`src/rtl/mips_pkg.sv`:
```
// Shared encodings for the multi-cycle MIPS control path: FSM states, opcode/funct
// constants, datapath mux select codes and the decoded instruction-class record.
package mips_pkg;

  typedef enum logic [3:0] {
    StFetch,
    StDecode,
    StMemAddr,
    StMemRd,
    StMemWb,
    StMemWr,
    StExecR,
    StExecI,
    StAluWb,
    StBranch,
    StJump,
    StJr
  } state_e;

  localparam logic [5:0] OpRtype = 6'h00;
  localparam logic [5:0] OpJ     = 6'h02;
  localparam logic [5:0] OpJal   = 6'h03;
  localparam logic [5:0] OpBeq   = 6'h04;
  localparam logic [5:0] OpBne   = 6'h05;
  localparam logic [5:0] OpAddi  = 6'h08;
  localparam logic [5:0] OpLw    = 6'h23;
  localparam logic [5:0] OpSw    = 6'h2b;

  localparam logic [5:0] FnSll = 6'h00;
  localparam logic [5:0] FnSrl = 6'h02;
  localparam logic [5:0] FnSra = 6'h03;
  localparam logic [5:0] FnJr  = 6'h08;
  localparam logic [5:0] FnAdd = 6'h20;
  localparam logic [5:0] FnSub = 6'h22;

  localparam logic [1:0] PcAlu    = 2'd0;
  localparam logic [1:0] PcAluOut = 2'd1;
  localparam logic [1:0] PcJump   = 2'd2;
  localparam logic [1:0] PcRs     = 2'd3;

  localparam logic [1:0] SrcBRt    = 2'd0;
  localparam logic [1:0] SrcBFour  = 2'd1;
  localparam logic [1:0] SrcBImm   = 2'd2;
  localparam logic [1:0] SrcBImmSh = 2'd3;

  localparam logic [1:0] AluAdd   = 2'd0;
  localparam logic [1:0] AluSub   = 2'd1;
  localparam logic [1:0] AluFunct = 2'd2;

  localparam logic [1:0] DstRt = 2'd0;
  localparam logic [1:0] DstRd = 2'd1;
  localparam logic [1:0] DstRa = 2'd2;

  localparam logic [1:0] WbAluOut = 2'd0;
  localparam logic [1:0] WbMdr    = 2'd1;
  localparam logic [1:0] WbPc     = 2'd2;

  // One-hot instruction class; all zero means unsupported.
  typedef struct packed {
    logic lw;
    logic sw;
    logic rtype;
    logic jr;
    logic itype;
    logic beq;
    logic bne;
    logic j;
    logic jal;
  } instr_class_t;

endpackage

```
`src/rtl/instr_class.sv`:
```
// Combinational decoder: op/funct to one-hot class flags plus the ALU qualifiers
// (signed arithmetic, immediate sign extension, shamt operand).
module instr_class
  import mips_pkg::*;
(
  input  logic [5:0]   op,
  input  logic [5:0]   funct,
  output instr_class_t cls,
  output logic         illegal,
  output logic         sign,
  output logic         sign_ext,
  output logic         shift
);

  always_comb begin
    cls      = '0;
    illegal  = 1'b0;
    sign     = 1'b0;
    sign_ext = 1'b0;
    shift    = 1'b0;
    case (op)
      OpRtype: begin
        case (funct)
          FnAdd, FnSub: begin
            cls.rtype = 1'b1;
            sign      = 1'b1;
          end
          FnSll, FnSrl, FnSra: begin
            cls.rtype = 1'b1;
            shift     = 1'b1;
          end
          FnJr:    cls.jr  = 1'b1;
          default: illegal = 1'b1;
        endcase
      end
      OpJ:   cls.j   = 1'b1;
      OpJal: cls.jal = 1'b1;
      OpBeq: begin
        cls.beq  = 1'b1;
        sign_ext = 1'b1;
      end
      OpBne: begin
        cls.bne  = 1'b1;
        sign_ext = 1'b1;
      end
      OpLw: begin
        cls.lw   = 1'b1;
        sign_ext = 1'b1;
      end
      OpSw: begin
        cls.sw   = 1'b1;
        sign_ext = 1'b1;
      end
      default: begin
        // 0x08..0x0f: only addi traps and sign-extends its immediate.
        if (op[5:3] == 3'b001) begin
          cls.itype = 1'b1;
          sign      = (op == OpAddi);
          sign_ext  = (op == OpAddi);
        end else begin
          illegal = 1'b1;
        end
      end
    endcase
  end

endmodule

```
`src/rtl/multicycle_control.sv`:
```
// Moore sequencer for the multi-cycle MIPS datapath sharing one memory port and one
// ALU; also counts elapsed cycles and retired instructions.
module multicycle_control
  import mips_pkg::*;
#(
  parameter int unsigned CNT_W = 32
) (
  input  logic             clk,
  input  logic             reset,
  input  logic [5:0]       op,
  input  logic [5:0]       funct,
  input  logic             zero,
  input  logic             mem_ready,
  output logic             mem_req,
  output logic             mem_write,
  output logic             i_or_d,
  output logic             ir_write,
  output logic             mdr_write,
  output logic             pc_write,
  output logic [1:0]       pc_src,
  output logic             alu_src_a,
  output logic [1:0]       alu_src_b,
  output logic [1:0]       alu_op,
  output logic             sign,
  output logic             sign_ext,
  output logic             shift,
  output logic             reg_write,
  output logic [1:0]       reg_dst,
  output logic [1:0]       wb_src,
  output logic             illegal,
  output logic             retired,
  output logic [CNT_W-1:0] retire_count,
  output logic [CNT_W-1:0] cycle_count
);

  state_e       state_q, state_d;
  instr_class_t cls;
  logic         dec_illegal, dec_sign, dec_sign_ext, dec_shift;

  // Attributes latched at DECODE for the later states of the instruction.
  logic       lw_q, beq_q, bne_q, jal_q;
  logic       sign_q, sign_ext_q, shift_q;
  logic [1:0] reg_dst_q;

  instr_class u_instr_class (
    .op       (op),
    .funct    (funct),
    .cls      (cls),
    .illegal  (dec_illegal),
    .sign     (dec_sign),
    .sign_ext (dec_sign_ext),
    .shift    (dec_shift)
  );

  always_ff @(posedge clk) begin
    if (reset) begin
      state_q <= StFetch;
    end else begin
      state_q <= state_d;
    end
  end

  always_ff @(posedge clk) begin
    if (reset) begin
      lw_q       <= 1'b0;
      beq_q      <= 1'b0;
      bne_q      <= 1'b0;
      jal_q      <= 1'b0;
      sign_q     <= 1'b0;
      sign_ext_q <= 1'b0;
      shift_q    <= 1'b0;
      reg_dst_q  <= DstRt;
    end else if (state_q == StDecode) begin
      lw_q       <= cls.lw;
      beq_q      <= cls.beq;
      bne_q      <= cls.bne;
      jal_q      <= cls.jal;
      sign_q     <= dec_sign;
      sign_ext_q <= dec_sign_ext;
      shift_q    <= dec_shift;
      reg_dst_q  <= cls.rtype ? DstRd : (cls.jal ? DstRa : DstRt);
    end
  end

  always_ff @(posedge clk) begin
    if (reset) begin
      cycle_count  <= '0;
      retire_count <= '0;
    end else begin
      cycle_count  <= cycle_count + CNT_W'(1);
      retire_count <= retire_count + CNT_W'(retired);
    end
  end

  always_comb begin
    state_d   = state_q;
    mem_req   = 1'b0;
    mem_write = 1'b0;
    i_or_d    = 1'b0;
    ir_write  = 1'b0;
    mdr_write = 1'b0;
    pc_write  = 1'b0;
    pc_src    = PcAlu;
    alu_src_a = 1'b0;
    alu_src_b = SrcBRt;
    alu_op    = AluAdd;
    sign      = 1'b0;
    sign_ext  = 1'b0;
    shift     = 1'b0;
    reg_write = 1'b0;
    reg_dst   = DstRt;
    wb_src    = WbAluOut;
    illegal   = 1'b0;
    retired   = 1'b0;

    unique case (state_q)
      StFetch: begin
        mem_req   = 1'b1;
        alu_src_b = SrcBFour;
        if (mem_ready) begin
          ir_write = 1'b1;
          pc_write = 1'b1;
          state_d  = StDecode;
        end
      end
      StDecode: begin
        // Branch target is computed speculatively into ALUOut here.
        alu_src_b = SrcBImmSh;
        if (cls.lw || cls.sw)        state_d = StMemAddr;
        else if (cls.rtype)          state_d = StExecR;
        else if (cls.jr)             state_d = StJr;
        else if (cls.itype)          state_d = StExecI;
        else if (cls.beq || cls.bne) state_d = StBranch;
        else if (cls.j || cls.jal)   state_d = StJump;
        else begin
          illegal = dec_illegal;
          state_d = StFetch;
        end
      end
      StMemAddr: begin
        alu_src_a = 1'b1;
        alu_src_b = SrcBImm;
        sign_ext  = 1'b1;
        state_d   = lw_q ? StMemRd : StMemWr;
      end
      StMemRd: begin
        mem_req   = 1'b1;
        i_or_d    = 1'b1;
        mdr_write = mem_ready;
        if (mem_ready) state_d = StMemWb;
      end
      StMemWb: begin
        reg_write = 1'b1;
        reg_dst   = DstRt;
        wb_src    = WbMdr;
        retired   = 1'b1;
        state_d   = StFetch;
      end
      StMemWr: begin
        mem_req   = 1'b1;
        mem_write = 1'b1;
        i_or_d    = 1'b1;
        if (mem_ready) begin
          retired = 1'b1;
          state_d = StFetch;
        end
      end
      StExecR: begin
        alu_src_a = 1'b1;
        alu_src_b = SrcBRt;
        alu_op    = AluFunct;
        sign      = sign_q;
        shift     = shift_q;
        reg_dst   = reg_dst_q;
        state_d   = StAluWb;
      end
      StExecI: begin
        alu_src_a = 1'b1;
        alu_src_b = SrcBImm;
        alu_op    = AluFunct;
        sign      = sign_q;
        sign_ext  = sign_ext_q;
        reg_dst   = reg_dst_q;
        state_d   = StAluWb;
      end
      StAluWb: begin
        reg_write = 1'b1;
        reg_dst   = reg_dst_q;
        wb_src    = WbAluOut;
        retired   = 1'b1;
        state_d   = StFetch;
      end
      StBranch: begin
        alu_src_a = 1'b1;
        alu_src_b = SrcBRt;
        alu_op    = AluSub;
        sign_ext  = 1'b1;
        pc_src    = PcAluOut;
        pc_write  = (beq_q & zero) | (bne_q & ~zero);
        retired   = 1'b1;
        state_d   = StFetch;
      end
      StJump: begin
        pc_write = 1'b1;
        pc_src   = PcJump;
        if (jal_q) begin
          // PC already holds PC+4, which is the link address.
          reg_write = 1'b1;
          reg_dst   = DstRa;
          wb_src    = WbPc;
        end
        retired = 1'b1;
        state_d = StFetch;
      end
      StJr: begin
        pc_write = 1'b1;
        pc_src   = PcRs;
        retired  = 1'b1;
        state_d  = StFetch;
      end
      default: state_d = StFetch;
    endcase

    // Reset abandons any in-flight instruction without side effects.
    if (reset) begin
      mem_req   = 1'b0;
      mem_write = 1'b0;
      ir_write  = 1'b0;
      mdr_write = 1'b0;
      pc_write  = 1'b0;
      reg_write = 1'b0;
      illegal   = 1'b0;
      retired   = 1'b0;
    end
  end

endmodule

```
`config.mk`:
```
export PLATFORM = sky130hd
export DESIGN_NAME = multicycle_control
export DESIGN_NICKNAME = d
export VERILOG_FILES = /design/src/rtl/mips_pkg.sv /design/src/rtl/instr_class.sv /design/src/rtl/multicycle_control.sv
export SDC_FILE = /design/constraint.sdc
export NUM_CORES = 1
export LEC_CHECK = 0
export CAP_MARGIN = 10
export CORE_MARGIN = 1.5
export CORE_UTILIZATION = 35
export DETAILED_ROUTE_END_ITERATION = 10
export GPL_TIMING_DRIVEN = 0
export HOLD_SLACK_MARGIN = 0.05
export PLACE_DENSITY = 0.6
export RECOVER_POWER = 25
export SKIP_CTS_REPAIR_TIMING = 1
export SYNTH_ARGS = -nofsm -noshare
export SYNTH_HDL_FRONTEND = slang
export SYNTH_SLANG_ARGS = --single-unit
```
`constraint.sdc`:
```
create_clock -name clk -period 4 [get_ports clk]
set_clock_uncertainty 0.2 [all_clocks]
set_input_delay 0.6 -clock clk [delete_from_list [all_inputs] [get_ports clk]]
set_output_delay 0.6 -clock clk [all_outputs]
set_load 0.005 [all_outputs]
```
; ---- Word-level counts from Yosys, hierarchy flattened
; Cells that the tools add are included.
[op_classes]
n_addsub = 2
eq_ne = 27
n_mux = 68
bitwise = 4
n_reduce_logical = 25
[ops]
columns = cell, n
row1 = 1-bit 2-to-1 mux, 41
row2 = 4-bit 2-to-1 mux, 9
row3 = 32-bit by 1-bit adder with 32-bit output, 1
row4 = "32-bit by 1-bit adder with 32-bit output, second input constant", 1
row5 = "6-bit by 2-bit == test with 1-bit output, second input constant", 4
row6 = "6-bit == test, second input constant", 4
row7 = 4-bit case mux with 6 select lines, 1
row8 = "4-bit by 3-bit == test with 1-bit output, second input constant", 4
row9 = "4-bit == test, second input constant", 4
row10 = 2-bit OR reduction, 7
row11 = "6-bit by 3-bit == test with 1-bit output, second input constant", 2
row12 = "6-bit by 4-bit == test with 1-bit output, second input constant", 2
row13 = 6-bit zero test, 2
row14 = 1-bit case mux with 2 select lines, 6
row15 = 2-bit case mux with 2 select lines, 3
row16 = 2-bit case mux with 3 select lines, 2
row17 = 3-bit OR reduction, 4
row18 = 6-bit OR reduction, 2
row19 = 5-bit OR reduction, 2
row20 = "4-bit by 2-bit == test with 1-bit output, second input constant", 2
row21 = 2-bit 2-to-1 mux, 4
row22 = 4-bit OR reduction, 2
row23 = 7-bit OR reduction, 1
row24 = "2-bit inequality test, second input constant", 3
row25 = other kinds (10), 13
[totals]
reg_bits = 77
out_inout_bits = 87
wordCells = 137

; ---- Depth between registers and ports, before layout
[logic_depth]
depth_word = 12
ltp_mapped = 10
ltp_nobuf = 10

; ---- Modules after synthesis
; Synthesis repeated with hierarchy kept, for this count alone.
[unflattened]
hier_cells = 521
area_unflattened_um2 = 4122.7
[by_module_without_submodules]
columns = module, n_inst, cells_per_inst, area_each_um2, seq_area_each_um2
row1 = multicycle_control, 1, 475, 3848.7, 1541.5
row2 = instr_class, 1, 46, 274.0, 0.0

; ---- Worst setup path after synthesis
; Ideal clock, no wire load.
[synth_path]
path_type = input -> register
startpoint = input port reset
endpoint = register retire_count[26]
t_arrival_ns = 2.833
setup_slack_ns = 0.846
path_stages = 10
path_buffers = 4
path_cell_list = clkbuf_1 > clkbuf_1 > buf_1 > nor2_1 > ha_1 > ha_1 > nand3_1 > clkbuf_1 > nor4_1 > mux2_2
[synth_via]
elab_chain_cells = 2
[synth_lines]
columns = element, line
row1 = from (decl), multicycle_control.sv:9  ; input logic reset,
row2 = 1-bit 2-to-1 mux, multicycle_control.sv:225  ; if (reset) begin
row3 = via retired, multicycle_control.sv:31  ; output logic retired,
row4 = 32-bit by 1-bit adder with 32-bit output, multicycle_control.sv:91  ; retire_count <= retire_count + CNT_W'(retired);
row5 = to (signal assigned), multicycle_control.sv:91
row6 = to (decl), multicycle_control.sv:32  ; output logic [CNT_W-1:0] retire_count,
; The timed path passes the listed nets, and every way through them passes these cells.
; A chain may end at the register's enable or synchronous reset.

; ---- Worst setup path in the final report
[layout_path]
startpoint = input port op[2]
endpoint = output port illegal
[layout_via]
elab_chain_cells = 11
elab_cells_between_ends = 29
[layout_lines]
columns = element, line
row1 = from (decl), multicycle_control.sv:10  ; input logic [5:0] op,
row2 = 6-bit by 2-bit == test with 1-bit output (tied with other cells), instr_class.sv:21  ; case (op)
row3 = 6-bit OR reduction (no line) or 1-bit 2-to-1 mux (tied branches), -
row4 = 1-bit case mux with 2 select lines or 1-bit logical OR (tied branches), "instr_class.sv:21, multicycle_control.sv:134"
row5 = 1-bit 2-to-1 mux, multicycle_control.sv:134  ; else if (cls.j || cls.jal) state_d = StJump;
row6 = 1-bit 2-to-1 mux, multicycle_control.sv:133  ; else if (cls.beq || cls.bne) state_d = StBranch;
row7 = 1-bit 2-to-1 mux, multicycle_control.sv:132  ; else if (cls.itype) state_d = StExecI;
row8 = 1-bit 2-to-1 mux, multicycle_control.sv:131  ; else if (cls.jr) state_d = StJr;
row9 = 1-bit 2-to-1 mux, multicycle_control.sv:130  ; else if (cls.rtype) state_d = StExecR;
row10 = 1-bit 2-to-1 mux *, multicycle_control.sv:129  ; if (cls.lw || cls.sw) state_d = StMemAddr;
row11 = 1-bit 2-to-1 mux *, multicycle_control.sv:116  ; unique case (state_q)
row12 = 1-bit 2-to-1 mux *, multicycle_control.sv:225
row13 = to (decl), multicycle_control.sv:30  ; output logic illegal,
; Every way passes the cells marked *; elsewhere a longest branch is shown, timed or not.

==> impl_metrics.prom <==
# TYPE chip_impl_metric gauge
chip_impl_metric{name="powerDensity",unit="mW/mm2"} 317.2
chip_impl_info{name="min_path_type",value="reg2reg"} 1
chip_impl_metric{name="totalWireLength",unit="um"} 11820
chip_impl_metric{name="met3_usage",unit="%"} 3.718
chip_impl_metric{name="die_width",unit="um"} 111.2
chip_impl_metric{name="arrival_time_of_the_worst_setup_path",unit="ns"} 2.90
chip_impl_metric{name="layout_min_cycle_time",unit="ns"} 3.696
chip_impl_metric{name="cts.htree.levels",unit=""} 3
chip_impl_metric{name="slowest_delay",unit="ns"} 0.59
chip_impl_metric{name="count_of_distinct_cell_types_in_the_synthesized_netlist",unit=""} 54
chip_impl_metric{name="routabilityCongestion",unit=""} 0.8529
chip_impl_metric{name="grt_overflow_total",unit=""} 0
chip_impl_metric{name="min_delay_path_depth",unit=""} 2
chip_impl_metric{name="power",unit="mW"} 1.776
chip_impl_metric{name="timing.reg2reg.setup_slack",unit="ns"} 0.57
chip_impl_info{name="cts-root-buf",value="sky130_fd_sc_hd__clkbuf_16"} 1
chip_impl_metric{name="area.sequential",unit="mm2"} 0.001541
chip_impl_metric{name="drive_gt1_share",unit="%"} 6.250
chip_impl_metric{name="crit_path_max_fanout",unit=""} 10
chip_impl_info{name="crit_path_frequent_cell",value="sky130_fd_sc_hd__clkdlybuf4s50_1"} 1
chip_impl_metric{name="number_of_antenna_violations_at_the_first_check_in_global_routing",unit=""} 0
chip_impl_metric{name="worst-slew-pin-transition",unit="ns"} 0.6643
chip_impl_metric{name="synth_mux_area_share",unit="%"} 2.444
chip_impl_metric{name="met1_usage",unit="%"} 25.77
chip_impl_metric{name="die-height",unit="um"} 111.2
chip_impl_metric{name="setup_viol",unit=""} 0
chip_impl_metric{name="first_global_vias",unit=""} 4042
chip_impl_info{name="ys_dominant_reg_cell",value="sky130_fd_sc_hd__dfxtp_1"} 1
chip_impl_info{name="critical_path.slowest_cell",value="sky130_fd_sc_hd__or4_1"} 1
chip_impl_metric{name="synth_xor_xnor_area_share",unit="%"} 4.705
chip_impl_metric{name="io_pins",unit=""} 103
chip_impl_metric{name="layout.filler_cells",unit=""} 1174
chip_impl_info{name="critPathKind",value="in2out"} 1
chip_impl_metric{name="ys.warnings.count",unit=""} 0
chip_impl_metric{name="grt_pass1_wl",unit="um"} 19800
chip_impl_metric{name="routedWlPerCell",unit="um"} 15.41
chip_impl_metric{name="rows",unit=""} 39
chip_impl_metric{name="final_net_count",unit=""} 638
chip_impl_info{name="reg2reg_to",value="retire_count[30]"} 1
chip_impl_metric{name="synth_enable_flop_cells",unit=""} 0
chip_impl_metric{name="count_of_buffers_from_port_buffering",unit=""} 100
chip_impl_metric{name="max_cap_viol_count",unit=""} 0
chip_impl_metric{name="dr_total_vias",unit=""} 4241
chip_impl_info{name="critical_path.startpoint",value="op[2]"} 1
chip_impl_metric{name="tritoncts.num_buffers",unit=""} 9
chip_impl_info{name="worst_setup_path_endpoint",value="illegal"} 1
chip_impl_metric{name="vdd.ir_drop.worst",unit="V"} 0.0001934
chip_impl_metric{name="path_buf_inv",unit=""} 2
chip_impl_metric{name="final.period_utilization",unit="%"} 92.40
chip_impl_metric{name="antenna_cells",unit=""} 0
chip_impl_metric{name="core_region_area",unit="mm2"} 0.01142
chip_impl_metric{name="synthesis.area",unit="mm2"} 0.004095
chip_impl_info{name="run_status",value="completed"} 1
chip_impl_info{name="end_kind",value="output pin"} 1
chip_impl_info{name="kind_of_cell_adding_the_most_delay_to_the_critical_path",value="simple AND/OR/NAND/NOR gates"} 1
chip_impl_info{name="clock_tree_from_tritoncts",value="built"} 1
chip_impl_metric{name="starting_density",unit="%"} 35.86
chip_impl_metric{name="grt.total_usage",unit="%"} 19.35
chip_impl_metric{name="yosys.area_share.adder",unit="%"} 0.9166
chip_impl_info{name="grt.busiest_layer",value="met2"} 1
chip_impl_metric{name="worstPathRequired",unit="ns"} 3.20
chip_impl_metric{name="cp.depth",unit=""} 6
chip_impl_metric{name="netlist_instances",unit=""} 508
chip_impl_metric{name="synth-seq-area-share",unit="%"} 37.64
chip_impl_metric{name="dr.pass1.iters",unit=""} 4
chip_impl_metric{name="async_reset_ff_share",unit="%"} 0
chip_impl_metric{name="slew_headroom",unit="%"} 55.71
chip_impl_metric{name="finalMaxSlewViolations",unit=""} 0
chip_impl_metric{name="fin_ws",unit="ns"} 0.3041
chip_impl_metric{name="area_of_combinational_cells_with_multiple_inputs",unit="mm2"} 0.002369
chip_impl_info{name="ordered_list_of_cells_on_the_worst_path",value="clkdlybuf4s50_1, or4_1, or3_4, o21ai_0, nor4b_1, clkdlybuf4s50_1"} 1
chip_impl_metric{name="place_ws",unit="ns"} -0.08501
chip_impl_metric{name="ant_nets",unit=""} 0
chip_impl_metric{name="vias_per_cell",unit=""} 5.529
chip_impl_metric{name="synth_compound_gate_area_share",unit="%"} 16.32
chip_impl_metric{name="reg2regPathDepth",unit=""} 10
chip_impl_metric{name="tritoncts_num_sinks",unit=""} 77
chip_impl_metric{name="clk_pin_slew",unit="ns"} 0.06
chip_impl_metric{name="setup_total_negative_slack",unit="ns"} 0
chip_impl_info{name="final_common_cell",value="sky130_fd_sc_hd__dfxtp_1"} 1
chip_impl_metric{name="clk-insertion-delay-late",unit="ns"} 0.33
chip_impl_metric{name="synth-seq-cells",unit=""} 77
chip_impl_info{name="main_combinational_cell_family_by_area_after_synthesis",value="simple AND/OR/NAND/NOR gates"} 1
chip_impl_metric{name="initialDrtViolationCount",unit=""} 243
chip_impl_metric{name="synth.avg_cell_area",unit="um2"} 8.061
chip_impl_metric{name="fmax",unit="GHz"} 0.2706
chip_impl_info{name="worstSetupStartpointType",value="input port"} 1
chip_impl_metric{name="hold_violations",unit=""} 0
chip_impl_info{name="layout_common_cells",value="sky130_fd_sc_hd__dfxtp_1 (77), sky130_fd_sc_hd__clkdlybuf4s50_1 (70), sky130_fd_sc_hd__a21oi_1 (50)"} 1
chip_impl_metric{name="grt_start_max_net_pins",unit=""} 15
chip_impl_metric{name="synth-simple-area-share",unit="%"} 33.46
chip_impl_metric{name="synthesis.nets",unit=""} 527
chip_impl_metric{name="drc",unit=""} 0
chip_impl_info{name="critical_path.reg2reg.startpoint",value="state_q[2]"} 1
chip_impl_metric{name="dieArea",unit="mm2"} 0.01236
chip_impl_metric{name="clock_path_buffers",unit=""} 2
chip_impl_metric{name="grt_util_met2",unit="%"} 31.86
chip_impl_metric{name="post-dp-hpwl",unit="um"} 8580
chip_impl_metric{name="power_leakage",unit="nW"} 1.833
chip_impl_info{name="setup_repair_after_global_routing_missed_its_margin",value="false"} 1
chip_impl_metric{name="areaGrowthSynthToFinish",unit="%"} 36.72
## worst min-delay path: cells and delay by family, from the launching register on
kind | cells | cell delay [ns]
AOI/OAI and AO/OA | 1 | 0.05
and+or+nand+nor | 1 | 0.05
DFF | 1 | 0.30
## synth_stat cells (2+ instances only)
cell type	n	area share, %
sky130_fd_sc_hd__a2111oi_0	3	0.64
sky130_fd_sc_hd__a211oi_1	4	0.73
sky130_fd_sc_hd__a21oi_1	50	6.1
sky130_fd_sc_hd__and2_1	3	0.46
sky130_fd_sc_hd__and3_1	7	1.1
sky130_fd_sc_hd__and4_1	6	1.3
sky130_fd_sc_hd__buf_1	3	0.27
sky130_fd_sc_hd__buf_6	2	0.55
sky130_fd_sc_hd__clkbuf_1	25	2.3
sky130_fd_sc_hd__dfxtp_1	77	38
sky130_fd_sc_hd__ha_1	3	0.92
sky130_fd_sc_hd__inv_1	14	1.3
sky130_fd_sc_hd__mux2_2	8	2.2
sky130_fd_sc_hd__nand2_1	36	3.3
sky130_fd_sc_hd__nand2b_1	7	1.1
sky130_fd_sc_hd__nand3_1	23	2.8
sky130_fd_sc_hd__nand4_1	12	1.8
sky130_fd_sc_hd__nor2_1	44	4.0
sky130_fd_sc_hd__nor2b_1	15	2.3
sky130_fd_sc_hd__nor3_1	18	2.2
sky130_fd_sc_hd__nor3b_1	3	0.55
sky130_fd_sc_hd__nor4_1	12	1.8
sky130_fd_sc_hd__o211ai_1	2	0.37
sky130_fd_sc_hd__o21a_1	2	0.37
sky130_fd_sc_hd__o21ai_0	15	1.8
sky130_fd_sc_hd__o31ai_1	23	4.2
sky130_fd_sc_hd__or2_2	4	0.61
sky130_fd_sc_hd__or3_1	14	2.1
sky130_fd_sc_hd__or3b_2	2	0.43
sky130_fd_sc_hd__or4_1	26	4.8
sky130_fd_sc_hd__or4_4	2	0.55
sky130_fd_sc_hd__xnor2_1	13	2.8
sky130_fd_sc_hd__xor2_1	9	1.9
## registers in the layout, indices dropped and copies added, names as in the netlist
register	cells
cycle_count	32
retire_count	32
state_q	4
reg_dst_q	2
beq_q	1
bne_q	1
jal_q	1
lw_q	1
shift_q	1
sign_ext_q	1
sign_q	1
## where the power goes
group / switching [mW] / total [mW] / leakage [nW] / internal (mW)
registers: 0.00619 / 0.778 / 0.621 / 0.772
clock network: 0.333 / 0.886 / 0.154 / 0.552
logic: 0.0644 / 0.112 / 1.06 / 0.0477
total: 0.404 / 1.78 / 1.83 / 1.37
## cell type report
| class | count | area share, % |
|---|---|---|
| Inverter | 14 | 0.9385 |
| Clock inverter | 6 | 1.676 |
| Clock buffer | 10 | 4.089 |
| Sequential cell | 77 | 27.53 |
| Tap cell | 143 | 3.196 |
| Timing Repair Buffer | 100 | 17.88 |
| Multi-Input combinational cell | 386 | 42.30 |
| Buffer | 31 | 2.391 |
## routing by layer
metal | up-vias | share of wire [%]
met5 | - | 0
met4 | 0 | 1.2
met3 | 10 | 5.8
met2 | 114 | 47
met1 | 2011 | 46
li1 | 2106 | -
## kinds of logic after synthesis
family | after synthesis
XOR/XNOR | 22
AND/OR/NAND/NOR | 243
buffers and inverters | 45
AO/OA/AOI/OAI | 109
adder cells (fa/ha/maj) | 3
flip-flops | 77
multiplexers | 9
## how the worst min path moves through the flow
stage | startpoint | end | slack [ns]
finish | shift_q | shift_q | 0.25
global route | bne_q | bne_q | 0.27
CTS | shift_q | shift_q | 0.26
detailed placement | shift_q | shift_q | 0.25
global placement | bne_q | bne_q | 0.24
floorplan | shift_q | shift_q | 0.23
## through the flow
step | cells | utilization, % | instance area, um2 | hold WS, ns
5_1_grt | 767 | 49.04 | 5599 | 0.2668
4_1_cts | 767 | 49.02 | 5598 | 0.2578
6_report | 767 | 49.04 | 5599 | 0.2514
2_1_floorplan | 508 | - | 4095 | 0.2270
3_3_place_gp | 751 | 46.20 | 5275 | 0.2397
3_5_place_dp | 751 | 46.20 | 5275 | 0.2498
Power figures use the tool's default switching activity.
